$ cat config.mk
export PLATFORM = sky130hd
export DESIGN_NAME = rb_window_former
export DESIGN_NICKNAME = d
export VERILOG_FILES = /design/src/rtl/rb_window_former_pkg.sv /design/src/rtl/rb_col_rotator.sv /design/src/rtl/rb_window_former.sv
export SDC_FILE = /design/constraint.sdc
export NUM_CORES = 1
export LEC_CHECK = 0
export BUFFER_PORTS_ARGS = -buffer_cell sky130_fd_sc_hd__buf_2
export CORE_MARGIN = 5
export CORE_UTILIZATION = 49
export DETAILED_ROUTE_END_ITERATION = 10
export PLACE_DENSITY = 0.72
export SLEW_MARGIN = 5
export SYNTH_ARGS = -nofsm -noshare
export SYNTH_HDL_FRONTEND = slang
export SYNTH_SLANG_ARGS = --single-unit
$ cat constraint.sdc
create_clock -name clk -period 4 [get_ports clk]
set_input_delay 0.8 -clock clk [delete_from_list [all_inputs] [get_ports clk]]
set_output_delay 0.8 -clock clk [all_outputs]
set_load 0.02 [all_outputs]
$ cat src/rtl/rb_window_former_pkg.sv
// Shared types and defaults for the row-buffer window former.
// Holds the FSM encoding and the modular index helper used by the column rotator.
package rb_window_former_pkg;

    localparam int DEF_K     = 3;
    localparam int DEF_PIX_W = 8;
    localparam int DEF_IMG_W = 64;
    localparam int DEF_IMG_H = 64;

    typedef enum logic [1:0] {
        S_IDLE = 2'b00,
        S_RUN  = 2'b01,
        S_DONE = 2'b10
    } state_t;

    // Both operands are below modulus, so one conditional subtract is a full mod.
    function automatic int wrap_index(input int base, input int off, input int modulus);
        int sum;
        sum = base + off;
        return (sum >= modulus) ? (sum - modulus) : sum;
    endfunction

endpackage

$ cat src/rtl/rb_col_rotator.sv
// Rotates one physical buffer column into logical row order and registers it.
// An out-of-range steer value is treated as zero and latched as a sticky error.
module rb_col_rotator
    import rb_window_former_pkg::*;
#(
    parameter int K       = DEF_K,
    parameter int PIX_W   = DEF_PIX_W,
    parameter int STEER_W = $clog2(K)
) (
    input  logic                 clk,
    input  logic                 rst,
    input  logic                 clr,
    input  logic                 en,
    input  logic [K*PIX_W-1:0]   col_in,
    input  logic [STEER_W-1:0]   steer,
    output logic [K*PIX_W-1:0]   col_out,
    output logic                 col_valid,
    output logic                 steer_err
);

    logic               steer_bad;
    logic [K*PIX_W-1:0] rotated;
    int                 base;

    assign steer_bad = (int'(steer) >= K);

    // Logical row r comes from physical line (steer + r) mod K.
    always_comb begin
        rotated = '0;
        base    = steer_bad ? 0 : int'(steer);
        for (int r = 0; r < K; r++) begin
            rotated[r*PIX_W +: PIX_W] = col_in[wrap_index(base, r, K)*PIX_W +: PIX_W];
        end
    end

    always_ff @(posedge clk or posedge rst) begin
        if (rst) begin
            col_out   <= '0;
            col_valid <= 1'b0;
            steer_err <= 1'b0;
        end else if (clr) begin
            col_valid <= 1'b0;
            steer_err <= 1'b0;
        end else begin
            col_valid <= en;
            if (en) begin
                col_out <= rotated;
                if (steer_bad) begin
                    steer_err <= 1'b1;
                end
            end
        end
    end

endmodule

$ cat src/rtl/rb_window_former.sv
// Shifts rotated buffer columns into a KxK sliding window and flags complete windows.
// Tracks window position within the frame and pulses frame_done on the final window.
module rb_window_former
    import rb_window_former_pkg::*;
#(
    parameter int K       = DEF_K,
    parameter int PIX_W   = DEF_PIX_W,
    parameter int IMG_W   = DEF_IMG_W,
    parameter int IMG_H   = DEF_IMG_H,
    parameter int STEER_W = $clog2(K)
) (
    input  logic                      clk,
    input  logic                      rst,
    input  logic                      start,
    input  logic                      in_valid,
    input  logic [K*PIX_W-1:0]        col_in,
    input  logic [STEER_W-1:0]        steer,
    output logic [K*K*PIX_W-1:0]      win,
    output logic                      win_valid,
    output logic [$clog2(IMG_W)-1:0]  win_col,
    output logic [$clog2(IMG_H)-1:0]  win_row,
    output logic                      frame_done,
    output logic                      steer_err
);

    localparam int CW = $clog2(IMG_W);
    localparam int RW = $clog2(IMG_H);

    state_t             state_q;
    state_t             state_d;
    logic               rot_en;
    logic               rot_valid;
    logic [K*PIX_W-1:0] rot_col;
    logic [CW-1:0]      col_cnt;
    logic [RW-1:0]      row_cnt;
    logic               col_fire;
    logic               col_last;
    logic               frame_last;
    logic               win_ready;

    assign rot_en = (state_q == S_RUN) && in_valid;

    rb_col_rotator #(
        .K       (K),
        .PIX_W   (PIX_W),
        .STEER_W (STEER_W)
    ) u_rotator (
        .clk       (clk),
        .rst       (rst),
        .clr       (start),
        .en        (rot_en),
        .col_in    (col_in),
        .steer     (steer),
        .col_out   (rot_col),
        .col_valid (rot_valid),
        .steer_err (steer_err)
    );

    // Columns still in the rotator when the frame ends are dropped here.
    assign col_fire   = rot_valid && (state_q == S_RUN);
    assign col_last   = (col_cnt == CW'(IMG_W - 1));
    assign frame_last = col_fire && col_last && (row_cnt == RW'(IMG_H - K));
    assign win_ready  = (col_cnt >= CW'(K - 1));

    always_ff @(posedge clk or posedge rst) begin
        if (rst) begin
            state_q <= S_IDLE;
        end else begin
            state_q <= state_d;
        end
    end

    always_comb begin
        state_d = state_q;
        if (start) begin
            state_d = S_RUN;
        end else if (frame_last) begin
            state_d = S_DONE;
        end
    end

    always_ff @(posedge clk or posedge rst) begin
        if (rst) begin
            win <= '0;
        end else if (col_fire && !start) begin
            for (int r = 0; r < K; r++) begin
                for (int c = 0; c < K - 1; c++) begin
                    win[(r*K + c)*PIX_W +: PIX_W] <= win[(r*K + c + 1)*PIX_W +: PIX_W];
                end
                win[(r*K + K - 1)*PIX_W +: PIX_W] <= rot_col[r*PIX_W +: PIX_W];
            end
        end
    end

    // Window rows never straddle an image row, so the first K-1 columns of each row stay silent.
    always_ff @(posedge clk or posedge rst) begin
        if (rst) begin
            col_cnt    <= '0;
            row_cnt    <= '0;
            win_valid  <= 1'b0;
            win_col    <= '0;
            win_row    <= '0;
            frame_done <= 1'b0;
        end else if (start) begin
            col_cnt    <= '0;
            row_cnt    <= '0;
            win_valid  <= 1'b0;
            frame_done <= 1'b0;
        end else begin
            win_valid  <= 1'b0;
            frame_done <= 1'b0;
            if (col_fire) begin
                if (win_ready) begin
                    win_valid <= 1'b1;
                    win_col   <= col_cnt - CW'(K - 1);
                    win_row   <= row_cnt;
                end
                frame_done <= frame_last;
                if (!frame_last) begin
                    if (col_last) begin
                        col_cnt <= '0;
                        row_cnt <= row_cnt + RW'(1);
                    end else begin
                        col_cnt <= col_cnt + CW'(1);
                    end
                end
            end
        end
    end

endmodule

# Word-level counts from Yosys, hierarchy flattened
# Index checks and enable logic that the tools add are counted.
[totals]
reg_bits = 126
word_cells = 71
in_bits = 30
[classes]
n_shift = 3
bitwise = 1
n_eq_ne = 4
n_mux = 23
addsub = 8
n_reduce_logical = 16
n_lt_le_gt_ge = 5
[ops]
columns = ["cell", "count"]
rows = [
  ["$ge 32x3->1 const B", 3],
  ["$shiftx 24x32->8", 3],
  ["$mux 29", 3],
  ["$sub 29x3->29 const B", 3],
  ["$mux 6", 8],
  ["$add 6x1->6 const B", 2],
  ["$eq 6x6->1 const B", 2],
  ["$reduce_bool 2->1", 5],
  ["$mux 1", 9],
  ["$ge 6x2->1 const B", 1],
  ["$mux 2", 3],
  ["$reduce_and 2->1", 3],
  ["$reduce_and 3->1", 2],
  ["$sub 6x2->6 const B", 1],
  ["$logic_and 1x1->1", 5],
  ["$add 2x1->3 const B", 1],
  ["$add 2x2->3 const B", 1],
  ["$eq 2x1->1 const B", 1],
  ["$ge 2x2->1 const B", 1],
  ["$ne 2x2->1 const B", 1],
  ["$logic_not 1->1", 1],
  ["$not 1->1", 1],
]

# Logic depth before layout (Yosys ltp)
# Gate-level depths: netlist (run 1).
[depth]
depth_word = 7
ltp_mapped = 8
ltp_nobuf = 6

# By module
# Synthesis (run 1) repeated with hierarchy kept, for this count alone.
[unflattened]
cells_unflattened = 452
area_unflattened_um2 = 5708.0
[modules_own_cells]
columns = ["module", "seq_area_each_um2", "instances", "area_per_inst_um2", "cells_per_inst"]
rows = [
  ["rb_window_former", 2502.4, 1, 4170.2, 292],
  ["rb_col_rotator", 650.6, 1, 1537.7, 160],
]

# Least setup slack after synthesis (run 1)
# No wires, ideal clock.
[synth_timing]
kind = "in2reg"
from = "input port steer[0]"
to = "register u_rotator.col_out[16]"
cell_stages = 8
setup_time_ps = 67
slack_ps = 1638
required_ps = 3933
n_path_buf = 3
t_arrival_ps = 2296
cell_sequence = "inv_1 -> ha_1 -> clkbuf_1 -> clkbuf_1 -> clkbuf_1 -> a21oi_1 -> o21ai_0 -> a22o_1"
[synth_via]
elab_chain_cells = 6
[synth_rtl]
columns = ["item", "line", "text"]
rows = [
  ["start: declaration", "rb_window_former.sv:17", "input logic [STEER_W-1:0] steer,"],
  ["$ge 2x2->1", "rb_col_rotator.sv:25", "assign steer_bad = (int'(steer) >= K);"],
  ["$mux 2 (*)", "rb_col_rotator.sv:30", "base = steer_bad ? 0 : int'(steer);"],
  ["$add 2x2->3 (*)", "rb_window_former_pkg.sv:19", "sum = base + off;"],
  ["$sub 29x3->29 / $ge 32x3->1 (equally long branches)", "rb_window_former_pkg.sv:20", "return (sum >= modulus) ? (sum - modulus) : sum;"],
  ["$mux 29 (*)", "rb_window_former_pkg.sv:20", ""],
  ["$shiftx 24x32->8 (*)", "rb_col_rotator.sv:32", "rotated[r*PIX_W +: PIX_W] = col_in[wrap_index(base, r, K)*PIX_W +: PIX_W];"],
  ["end signal: assignment", "rb_col_rotator.sv:47", "col_out <= rotated;"],
  ["end: declaration", "rb_col_rotator.sv:16", "output logic [K*PIX_W-1:0] col_out,"],
]
# Mark *: on every way between the ends. The rest lies on a longest branch, timed or not.
# A chain may end at the register's enable or synchronous reset.

# Worst setup path after layout (run 1)
[layout_timing]
from = "input port start"
to = "register win_col[0]"
[layout_via]
elab_chain_cells = 2
[layout_rtl]
columns = ["item", "line", "text"]
rows = [
  ["start: declaration", "rb_window_former.sv:14", "input logic start,"],
  ["$not 1->1 (no source line)", "--", ""],
  ["$reduce_and 3->1 (no source line)", "--", ""],
  ["end signal: assignment", "rb_window_former.sv:115", "win_col <= col_cnt - CW'(K - 1);"],
  ["end: declaration", "rb_window_former.sv:20", "output logic [$clog2(IMG_W)-1:0] win_col,"],
]
# No other way between the ends.

==> summary.txt, run 1 <==
Final layout
  – Post-route cell area: 6800 um2
  – Share of cells above drive strength 1: 0.406
  – Layout area overhead: 23.3%
  – Final Non-Filler Cells: 721
  – Filler cells: 901
  – Nets: 610
  – Ant. Diodes: 0
  – Most frequent cells in the layout: 126 x dfrtp_1, 116 x buf_2, 79 x mux2_2, 41 x a21oi_1, 33 x nand2_1
  – Most common cell after layout, fill and taps aside: dfrtp_1

Place
  – Port buffer count: 116
  – Dpl cells: 691
  – GPL Wtd Cong: 0.819
  – Pre-CTS WS: 1.12 ns
  – Placed cell area: 6200 um2
  – DP Wirelength: 8.01 mm

Pwr
  – Post-layout power: 4.40 mW
  – Leak: 3.33 nW
  – Int Power: 3.06 mW
  – Switching part of the total: 0.304
  – Switching power: 1.34 mW
  – VDD IR-drop max: 0.000373 V
  – Share of total power in combinational logic: 0.245
  – Clock group share of total power: 0.352
  – Seq pwr share: 0.403
  – Pwr dens: 647 nW/um2

Route
  – Post-Route WL: 11.8 mm
  – Vias per cell: 5.46
  – DRT Pass-1 Iters: 4
  – Via count: 3937
  – ANT nets after route: 0
  – Routed WL per cell: 16.3 um
  – Iteration-0 DRC Markers: 173
  – DRC Markers: 0

GRT
  – Gr usage total: 0.186
  – Initial antenna violation count: 0
  – Vias in the first global route: 3992
  – First-pass GRT wire length: 19.6 mm
  – Largest net degree at the start of global routing: 67
  – GRT overflow: 0

CTS
  – Cts bufs inserted: 17
  – Worst-Skew Late Latency: 0.41 ns
  – CTS tree: done
  – CTS max path bufs: 2
  – Post_cts resized: 0
  – CTS HTree Levels: 4
  – # clock sinks: 126
  – # hold bufs at CTS: 0
  – CTS clk-pin slew, worst paths: 0.05 ns
  – Post-CTS setup buffers: 0
  – Clock root buffer: clkbuf_16

Worst setup path
  – Setup crit end kind: register
  – Critical path fanouts, max: 26
  – Crit path launch type: primary input
  – Worst Reg2Reg Path Length in Cells: 3
  – Crit path DAT: 2.72 ns
  – Crit. Startpoint: start
  – Reg2reg start: state_q[1]
  – Worst path required time: 4.29 ns
  – Kind of critical path: in -> reg

STA
  – Max-slew headroom: 0.393
  – RSZ-0062 raised after global routing: false
  – Final Hold Vio Count: 0
  – Worst slew pin tran: 0.902 ns
  – Post-route setup TNS: 0 ns
  – Fin crit period: 2.43 ns
  – Clk_skew: 0.00597 ns
  – FMAX: 0.412 GHz
  – Setup ws final: 1.57 ns
  – Final Max Slew Viols: 0
  – Period Utilization, post-route: 0.607
  – Final Setup Violations: 0

Floorplan
  – Die width: 116 um
  – Core Region: 10900 um2
  – Row cnt: 38
  – Die Ht: 116 um
  – IO Count: 117
  – Initial Util: 0.504
  – Die area: 13500 um2

Run status
  – Status: complete, no violations

Synth
  – Syn avg cell area: 12.1 um2
  – Synthesized flop and latch total: 126
  – Synthesized cell area: 5510 um2
  – Unique masters post-synth: 40
  – Asr flop ratio synth: 1.00
  – Syn_nets: 496
  – Number of synthesized flops with an enable pin: 0
  – Yosys Warn Count: 0
  – Sequential area share after synthesis: 0.572
  – Primary FF master, synth: dfrtp_1
  – Post-Synthesis Cells: 456

Hold path
  – Cell count of the worst hold path: 2
  – Worst Hold Launch: u_rotator.col_out[0]
  – Worst min-delay path class: reg -> reg

Flow run
  – Max cap viols: 0
power by group through the flow:
stage	Combinational [mW]	Clock [mW]	Sequential, mW
floorplan	0.368	0	2.11
global placement	1.07	0	1.78
detailed placement	1.09	0	1.80
CTS	1.10	1.58	1.78
global route	1.16	1.65	1.83
finish	1.08	1.55	1.77
cell type report:
class / count / area (um2) / area share
inverters: 12 / 48.8 / 0.00718
repair buffers: 120 / 623 / 0.0917
flip-flops and latches: 126 / 3150 / 0.464
clock buffers: 23 / 488 / 0.0718
multi-input cells: 293 / 2200 / 0.324
well taps: 140 / 175 / 0.0258
clock inverters: 7 / 110 / 0.0162
per-layer routing:
metal	track usage	vias to the layer above	part of all wire
li1	-	1852	-
met1	0.243	1942	0.43
met2	0.293	131	0.49
met3	0.0574	12	0.071
met4	0.0665	0	0.014
met5	0	-	0
stage by stage:
stage           util  hold slack [ns]
5_1_grt        0.622            0.509
4_1_cts        0.622            0.482
6_report       0.622            0.476
3_3_place_gp   0.567            0.462
3_5_place_dp   0.567            0.470
2_1_floorplan      -            0.444
cells by family (layout without fill, tap and decap cells):
family	count (synthesis)	after routing	share of synthesized area
compound gates	101	101	0.109
xor+xnor	3	3	0.00477
fa+ha+maj	10	10	0.0227
buf+inv	37	162	0.0297
flops	126	126	0.572
mux	87	87	0.176
simple gates	92	92	0.0858
registers in the layout, indices dropped and copies added, names as in the netlist:
name / cells
win_col: 6
u_rotator.col_valid: 1
frame_done: 1
state_q: 2
win_valid: 1
win_row: 6
col_cnt: 6
win: 72
u_rotator.col_out: 24
u_rotator.steer_err: 1
row_cnt: 6
critical path, cell delays in order:
cell and delay (ns):
buf_2 0.21, and4bb_4 0.61, a21boi_2 0.68, mux2_2 0.41
cell usage after synthesis (5+ instances only):
cell type,instances,area [um2]
ha_1,10,125
nand2_1,33,124
nor2b_1,11,68.8
inv_1,12,45.0
or3_1,5,31.3
nor2_1,20,75.1
dfrtp_1,126,3150
o21ai_0,30,150
nor3_1,6,30.0
a22o_1,16,140
buf_2,8,40.0
clkbuf_1,12,45.0
mux2_2,79,890
mux2i_1,8,80.1
a21oi_1,41,205
final timing paths:
path                                        end  slack [ns]
max                                  win_col[0]        1.57
min                        u_rotator.col_out[0]        0.48
max reg2reg                          win_col[0]        1.76
min reg2reg                u_rotator.col_out[0]        0.48
max in group asynchronous                win[6]        2.71
min in group asynchronous               win[71]        0.50
No activity file was read; power rests on OpenSTA's default activity.
==> inputs of run 2 (changes only) <==
- CORE_UTILIZATION: 49 -> 50
- PLACE_DENSITY: 0.72 -> 0.7
- clock period: 4 -> 2.3 ns (I/O delays scaled with it)
==> summary.txt, run 2 (synthesis results as in run 1) <==
CTS
  – Clock root buffer: clkbuf_8
  – CTS HTree Levels: 4 (unchanged)
  – # clock sinks: 126 (unchanged)
  – Post-CTS setup buffers: 0 (unchanged)
  – Cts bufs inserted: 17 (unchanged)
  – CTS tree: done
  – Worst-Skew Late Latency: 0.50 ns (+0.09 ns)
  – Post_cts resized: 0 (unchanged)
  – CTS max path bufs: 2 (unchanged)
  – CTS clk-pin slew, worst paths: 0.06 ns (about the same)
  – # hold bufs at CTS: 1 (+1)

Final layout
  – Nets: 622 (+2.0%)
  – FF+latch area: 3150 um2 (unchanged)
  – Top flop regs: win x72, u_rotator.col_out x24
  – Area of the multi-input gates: 2200 um2 (unchanged)
  – Biggest register: win
  – Share of cells above drive strength 1: 0.416 (+0.00963)
  – Max reg flops: 72 (unchanged)
  – Ant. Diodes: 0 (unchanged)
  – Most common cell after layout, fill and taps aside: dfrtp_1
  – Filler cells: 868 (-3.7%)
  – Most frequent cells in the layout: 126 x dfrtp_1, 116 x buf_2, 79 x mux2_2, 41 x a21oi_1, 33 x nand2_1
  – Layout area overhead: 25.2%

Place
  – DP Wirelength: 8.61 mm (+7.4%)
  – GPL Wtd Cong: 0.896 (+9.4%)
  – Pre-CTS WS: 0.240 ns (-0.883 ns)
  – Port buffer count: 116 (unchanged)

Worst setup path
  – Reg2reg start: col_cnt[1]
  – WP buf/inv: 0 (-1)
  – Worst path required time: 2.73 ns (-1.56 ns)
  – Crit. Startpoint: col_cnt[1]
  – Worst Reg2Reg Path Length in Cells: 5 (+2)
  – Setup crit end kind: register
  – Delay of the slowest critical-path stage: 0.54 ns (-0.14 ns)
  – Reg2Reg Capture Point: row_cnt[5]
  – R2R setup slack: 0.22 ns (-1.54 ns)
  – Worst path slowest cell: or4_4
  – Critical path fanouts, max: 7 (-73%)
  – CP delay by family, top: simple AND/OR/NAND/NOR gates
  – Critical Path End: row_cnt[5]
  – Crit path launch type: register
  – Critical path cell sequence: ha_1, nand4_2, or4_4, or4_1, a21oi_1
  – Kind of critical path: reg -> reg
  – Crit path DAT: 2.51 ns (-0.21 ns)
  – Instance count on the critical path: 5 (+1)

STA
  – Period Utilization, post-route: 0.904
  – Final Hold Vio Count: 0 (unchanged)
  – Final Max Slew Viols: 0 (unchanged)
  – Hold slack: 0.308 ns (-0.168 ns)
  – RSZ-0062 raised after global routing: false
  – Fin crit period: 2.08 ns
  – Setup ws final: 0.221 ns (-1.35 ns)
  – Final Setup Violations: 0 (unchanged)
  – Post-route setup TNS: 0 ns (unchanged)
  – Max-slew headroom: 0.563 (+0.170)
  – Clk_skew: 0.00355 ns (-0.00242 ns)
  – FMAX: 0.481 GHz
  – Worst slew pin tran: 0.655 ns (-0.247 ns)

Pwr
  – Switching part of the total: 0.304 (about the same)
  – Clock group share of total power: 0.348 (-0.004)
  – Seq pwr share: 0.404 (about the same)
  – VDD IR-drop max: 0.000574 V (+54%)
  – Int Power: 5.33 mW (+74%)
  – Share of total power in combinational logic: 0.248 (+0.003)
  – Post-layout power: 7.65 mW (+74%)
  – Pwr dens: 1110 nW/um2 (+71%)
  – Leak: 3.39 nW (+1.9%)
  – Switching power: 2.32 mW (+74%)

Floorplan
  – Die width: 115 um (-0.92%)
  – Die Ht: 115 um (-0.92%)
  – Initial Util: 0.509 (+0.00442)
  – IO Count: 117 (unchanged)
  – Die area: 13200 um2 (-1.8%)
  – Core Region: 10800 um2 (-0.87%)
  – Row cnt: 38 (unchanged)

GRT
  – First-pass GRT wire length: 20.8 mm (+6.3%)
  – Initial antenna violation count: 0 (unchanged)
  – Largest net degree at the start of global routing: 64 (-4.5%)
  – GRT overflow: 0 (unchanged)
  – Vias in the first global route: 4192 (+5.0%)
  – Gr usage total: 0.198 (+0.0127)

Flow run
  – Max cap viols: 0 (unchanged)

Route
  – Iteration-0 DRC Markers: 235 (+36%)
  – DRC Markers: 0 (unchanged)
  – Post-Route WL: 12.3 mm (+4.1%)
  – DRT Pass-1 Iters: 4 (unchanged)
  – ANT nets after route: 0 (unchanged)
  – Vias per cell: 5.46 (about the same)
  – Via count: 4007 (+1.8%)
  – Routed WL per cell: 16.7 um (+2.2%)

Hold path
  – Cell count of the worst hold path: 3 (+1)
  – Worst min-delay path class: in -> reg

Run status
  – Status: complete, no violations
[run 2: changes by cell type in the layout (fill, tap and decap cells not counted), sizes merged]
| cell | delta |
|---|---|
| buf | +11 |
| clkbuf | +2 |
| clkinv | -1 |
| dlygate4sd3 | +1 |
[run 2: through the flow]
step | instance area [um2] | std cells | utilization
floorplan | 5520 | 456 | -
global placement | 6290 | 702 | 0.581
detailed placement | 6290 | 702 | 0.581
CTS | 6900 | 734 | 0.637
global route | 6900 | 734 | 0.637
finish | 6900 | 734 | 0.637
[run 2: routing by layer]
metal	global-route usage	vias to the layer above	routed length, um
met5	0	-	0
met4	0.0712	0	225
met3	0.0563	19	765
met2	0.318	144	6060
met1	0.259	1974	5200
li1	-	1870	-
[run 2: how the worst min path moves through the flow]
stage | to | from | slack [ns]
finish | u_rotator.col_out[6] | col_in[22] | 0.31
global route | u_rotator.col_out[4] | col_in[20] | 0.29
CTS | u_rotator.col_out[4] | col_in[20] | 0.27
detailed placement | u_rotator.col_out[1] | u_rotator.col_out[1] | 0.47
global placement | u_rotator.col_out[1] | u_rotator.col_out[1] | 0.47
floorplan | u_rotator.col_out[0] | u_rotator.col_out[0] | 0.44
[run 2: power groups by stage]
stage	registers, mW	clock network (mW)	logic, mW
finish	3.09	2.67	1.89
global route	3.18	2.83	2.05
CTS	3.10	2.73	1.93
detailed placement	3.13	0	1.92
global placement	3.10	0	1.88
floorplan	3.66	0	0.640
[run 2: worst register-to-register path, cell delays in order (launching register included)]
cell	delay (ns)
dfrtp_1	0.47
ha_1	0.27
nand4_2	0.17
or4_4	0.54
or4_1	0.42
a21oi_1	0.15
[run 2: final cells by class]
type	instances	area share
multi-input cells	293	0.319
well taps	140	0.0254
clock inverters	6	0.0152
flip-flops and latches	126	0.457
repair buffers	132	0.105
clock buffers	25	0.0716
inverters	12	0.00707
==> inputs of run 3 (changes only) <==
- CORE_MARGIN: 5 -> not set
- clock period: 2.3 -> 2.6 ns (I/O delays scaled with it)
==> summary.txt, run 3 (synthesis results as in run 1) <==
GRT
  – Gr usage total: 0.222 (+0.0233)
  – GRT overflow: 0 (unchanged)
  – Initial antenna violation count: 0 (unchanged)
  – M2 GR Usage: 0.335 (+0.0171)
  – GR Util met1: 0.300 (+0.0412)
  – Top Usage Layer GRT: met2
  – Vias in the first global route: 3889 (-7.2%)
  – First-pass GRT wire length: 19.4 mm (-6.9%)
  – Met3 Usage GRT: 0.0675 (+0.0112)
  – Largest net degree at the start of global routing: 75 (+17%)

STA
  – Final Max Slew Viols: 0 (unchanged)
  – RSZ-0062 raised after global routing: false
  – Worst slew pin tran: 0.630 ns (-0.0256 ns)
  – Fin crit period: 2.10 ns (+0.0250 ns)
  – Period Utilization, post-route: 0.809 (-0.0947)
  – Max-slew headroom: 0.579 (+0.0155)
  – Post-route setup TNS: 0 ns (unchanged)
  – Final Setup Violations: 0 (unchanged)
  – Final Hold Vio Count: 0 (unchanged)
  – Clk_skew: 0.00547 ns (+0.00192 ns)
  – Setup ws final: 0.496 ns (+0.275 ns)
  – FMAX: 0.475 GHz (-1.2%)

CTS
  – # clock sinks: 126 (unchanged)
  – Post_cts resized: 0 (unchanged)
  – Worst-Skew Late Latency: 0.52 ns (+0.02 ns)
  – Cts bufs inserted: 17 (unchanged)
  – CTS tree: done
  – Clock root buffer: clkbuf_8
  – # hold bufs at CTS: 0 (-1)
  – CTS max path bufs: 2 (unchanged)
  – CTS HTree Levels: 4 (unchanged)
  – CTS clk-pin slew, worst paths: 0.06 ns (about the same)
  – Post-CTS setup buffers: 0 (unchanged)

Place
  – Port buffer count: 116 (unchanged)
  – Pre-CTS WS: 0.310 ns (+0.0701 ns)
  – GPL Wtd Cong: 0.847 (-5.5%)
  – DP Wirelength: 7.88 mm (-8.4%)

Worst setup path
  – Kind of critical path: reg -> reg
  – Setup crit end kind: register
  – Critical path fanouts, max: 7 (unchanged)
  – Crit path launch type: register
  – Crit path DAT: 2.54 ns (+0.03 ns)
  – Worst path required time: 3.04 ns (+0.31 ns)

Route
  – Vias per cell: 5.42 (-0.74%)
  – ANT nets after route: 0 (unchanged)
  – Iteration-0 DRC Markers: 168 (-29%)
  – Post-Route WL: 11.5 mm (-5.9%)
  – DRT Pass-1 Iters: 4 (unchanged)
  – DRC Markers: 0 (unchanged)
  – Routed WL per cell: 15.9 um (-4.6%)
  – Via count: 3923 (-2.1%)

Pwr
  – Switching power: 2.12 mW (-8.5%)
  – Clock group share of total power: 0.365 (+0.017)
  – Leak: 3.37 nW (-0.81%)
  – Switching part of the total: 0.308 (+0.00408)
  – Int Power: 4.78 mW (-10%)
  – Share of total power in combinational logic: 0.240 (-0.008)
  – Seq pwr share: 0.394 (-0.010)
  – Pwr dens: 1000 nW/um2 (-9.6%)
  – VDD IR-drop max: 0.000526 V (-8.4%)

Final layout
  – Filler cells: 827 (-4.7%)
  – Biggest register: win
  – Share of cells above drive strength 1: 0.417 (+0.000842)
  – Layout area overhead: 25.0%
  – Nets: 615 (-1.1%)
  – Most common cell after layout, fill and taps aside: dfrtp_1
  – Max reg flops: 72 (unchanged)
  – Most frequent cells in the layout: 126 x dfrtp_1, 116 x buf_2, 79 x mux2_2, 41 x a21oi_1, 33 x nand2_1
  – Top flop regs: win x72, u_rotator.col_out x24
  – Ant. Diodes: 0 (unchanged)
  – Final Util: 0.656 (+0.0187)

Floorplan
  – Die Ht: 107 um (-7.0%)
  – Die area: 11400 um2 (-13%)
  – IO Count: 117 (unchanged)
  – Initial Util: 0.525 (+0.0160)
  – Core Region: 10500 um2 (-3.1%)
  – Row cnt: 37 (-2.6%)
  – Die width: 107 um (-7.0%)

Flow run
  – Max cap viols: 0 (unchanged)

Hold path
  – Worst min-delay path class: in -> async

Run status
  – Status: complete, no violations
==> run 3: worst paths after layout <==
path,start,end,slack (ns),cells past startpoint
max,col_cnt[1],row_cnt[5],0.50,5
max reg2reg,col_cnt[1],row_cnt[5],0.50,5
min reg2reg,u_rotator.col_out[5],u_rotator.col_out[5],0.48,2
max in group asynchronous,rst,win[2],1.83,3
min in group clk,col_in[17],u_rotator.col_out[1],0.33,3
min,rst,win[49],0.07,2
==> run 3: final cells by class <==
| cell class | count | area (um2) | area share |
|---|---|---|---|
| Clock buffer | 17 | 414 | 0.0601 |
| Clock inverter | 15 | 218 | 0.0316 |
| Inverter | 12 | 48.8 | 0.00708 |
| Multi-Input combinational cell | 293 | 2200 | 0.319 |
| Sequential cell | 126 | 3150 | 0.458 |
| Tap cell | 136 | 170 | 0.0247 |
| Timing Repair Buffer | 125 | 686 | 0.0995 |
==> run 3: metrics by stage <==
stage | instance area (um2) | hold WS (ns) | cells | total power [mW]
3_5_place_dp | 6260 | 0.471 | 692 | 4.43
6_report | 6890 | 0.0682 | 724 | 6.90
4_1_cts | 6890 | 0.0770 | 724 | 6.98
2_1_floorplan | 5520 | 0.444 | 456 | 3.81
3_3_place_gp | 6260 | 0.469 | 692 | 4.38
5_1_grt | 6890 | 0.0959 | 724 | 7.24
==> run 3: power by group through the flow <==
stage / logic [mW] / registers, mW / clock network, mW
after floorplan: 0.566 / 3.24 / 0
after CTS: 1.68 / 2.73 / 2.56
after global routing: 1.79 / 2.80 / 2.66
after detailed placement: 1.67 / 2.76 / 0
after global placement: 1.65 / 2.73 / 0
final: 1.66 / 2.72 / 2.52
==> run 3: worst max-delay path: stages (launching register included) <==
cell     delay, ns
dfrtp_1       0.46
ha_1          0.28
nand4_2       0.18
or4_4         0.54
or4_1         0.41
a21oi_1       0.16
==> run 3: metal layers <==
metal	routed length (um)	vias up
met1	5330	1915
met3	579	20
met5	0	-
met4	208	0
met2	5410	117
li1	-	1871
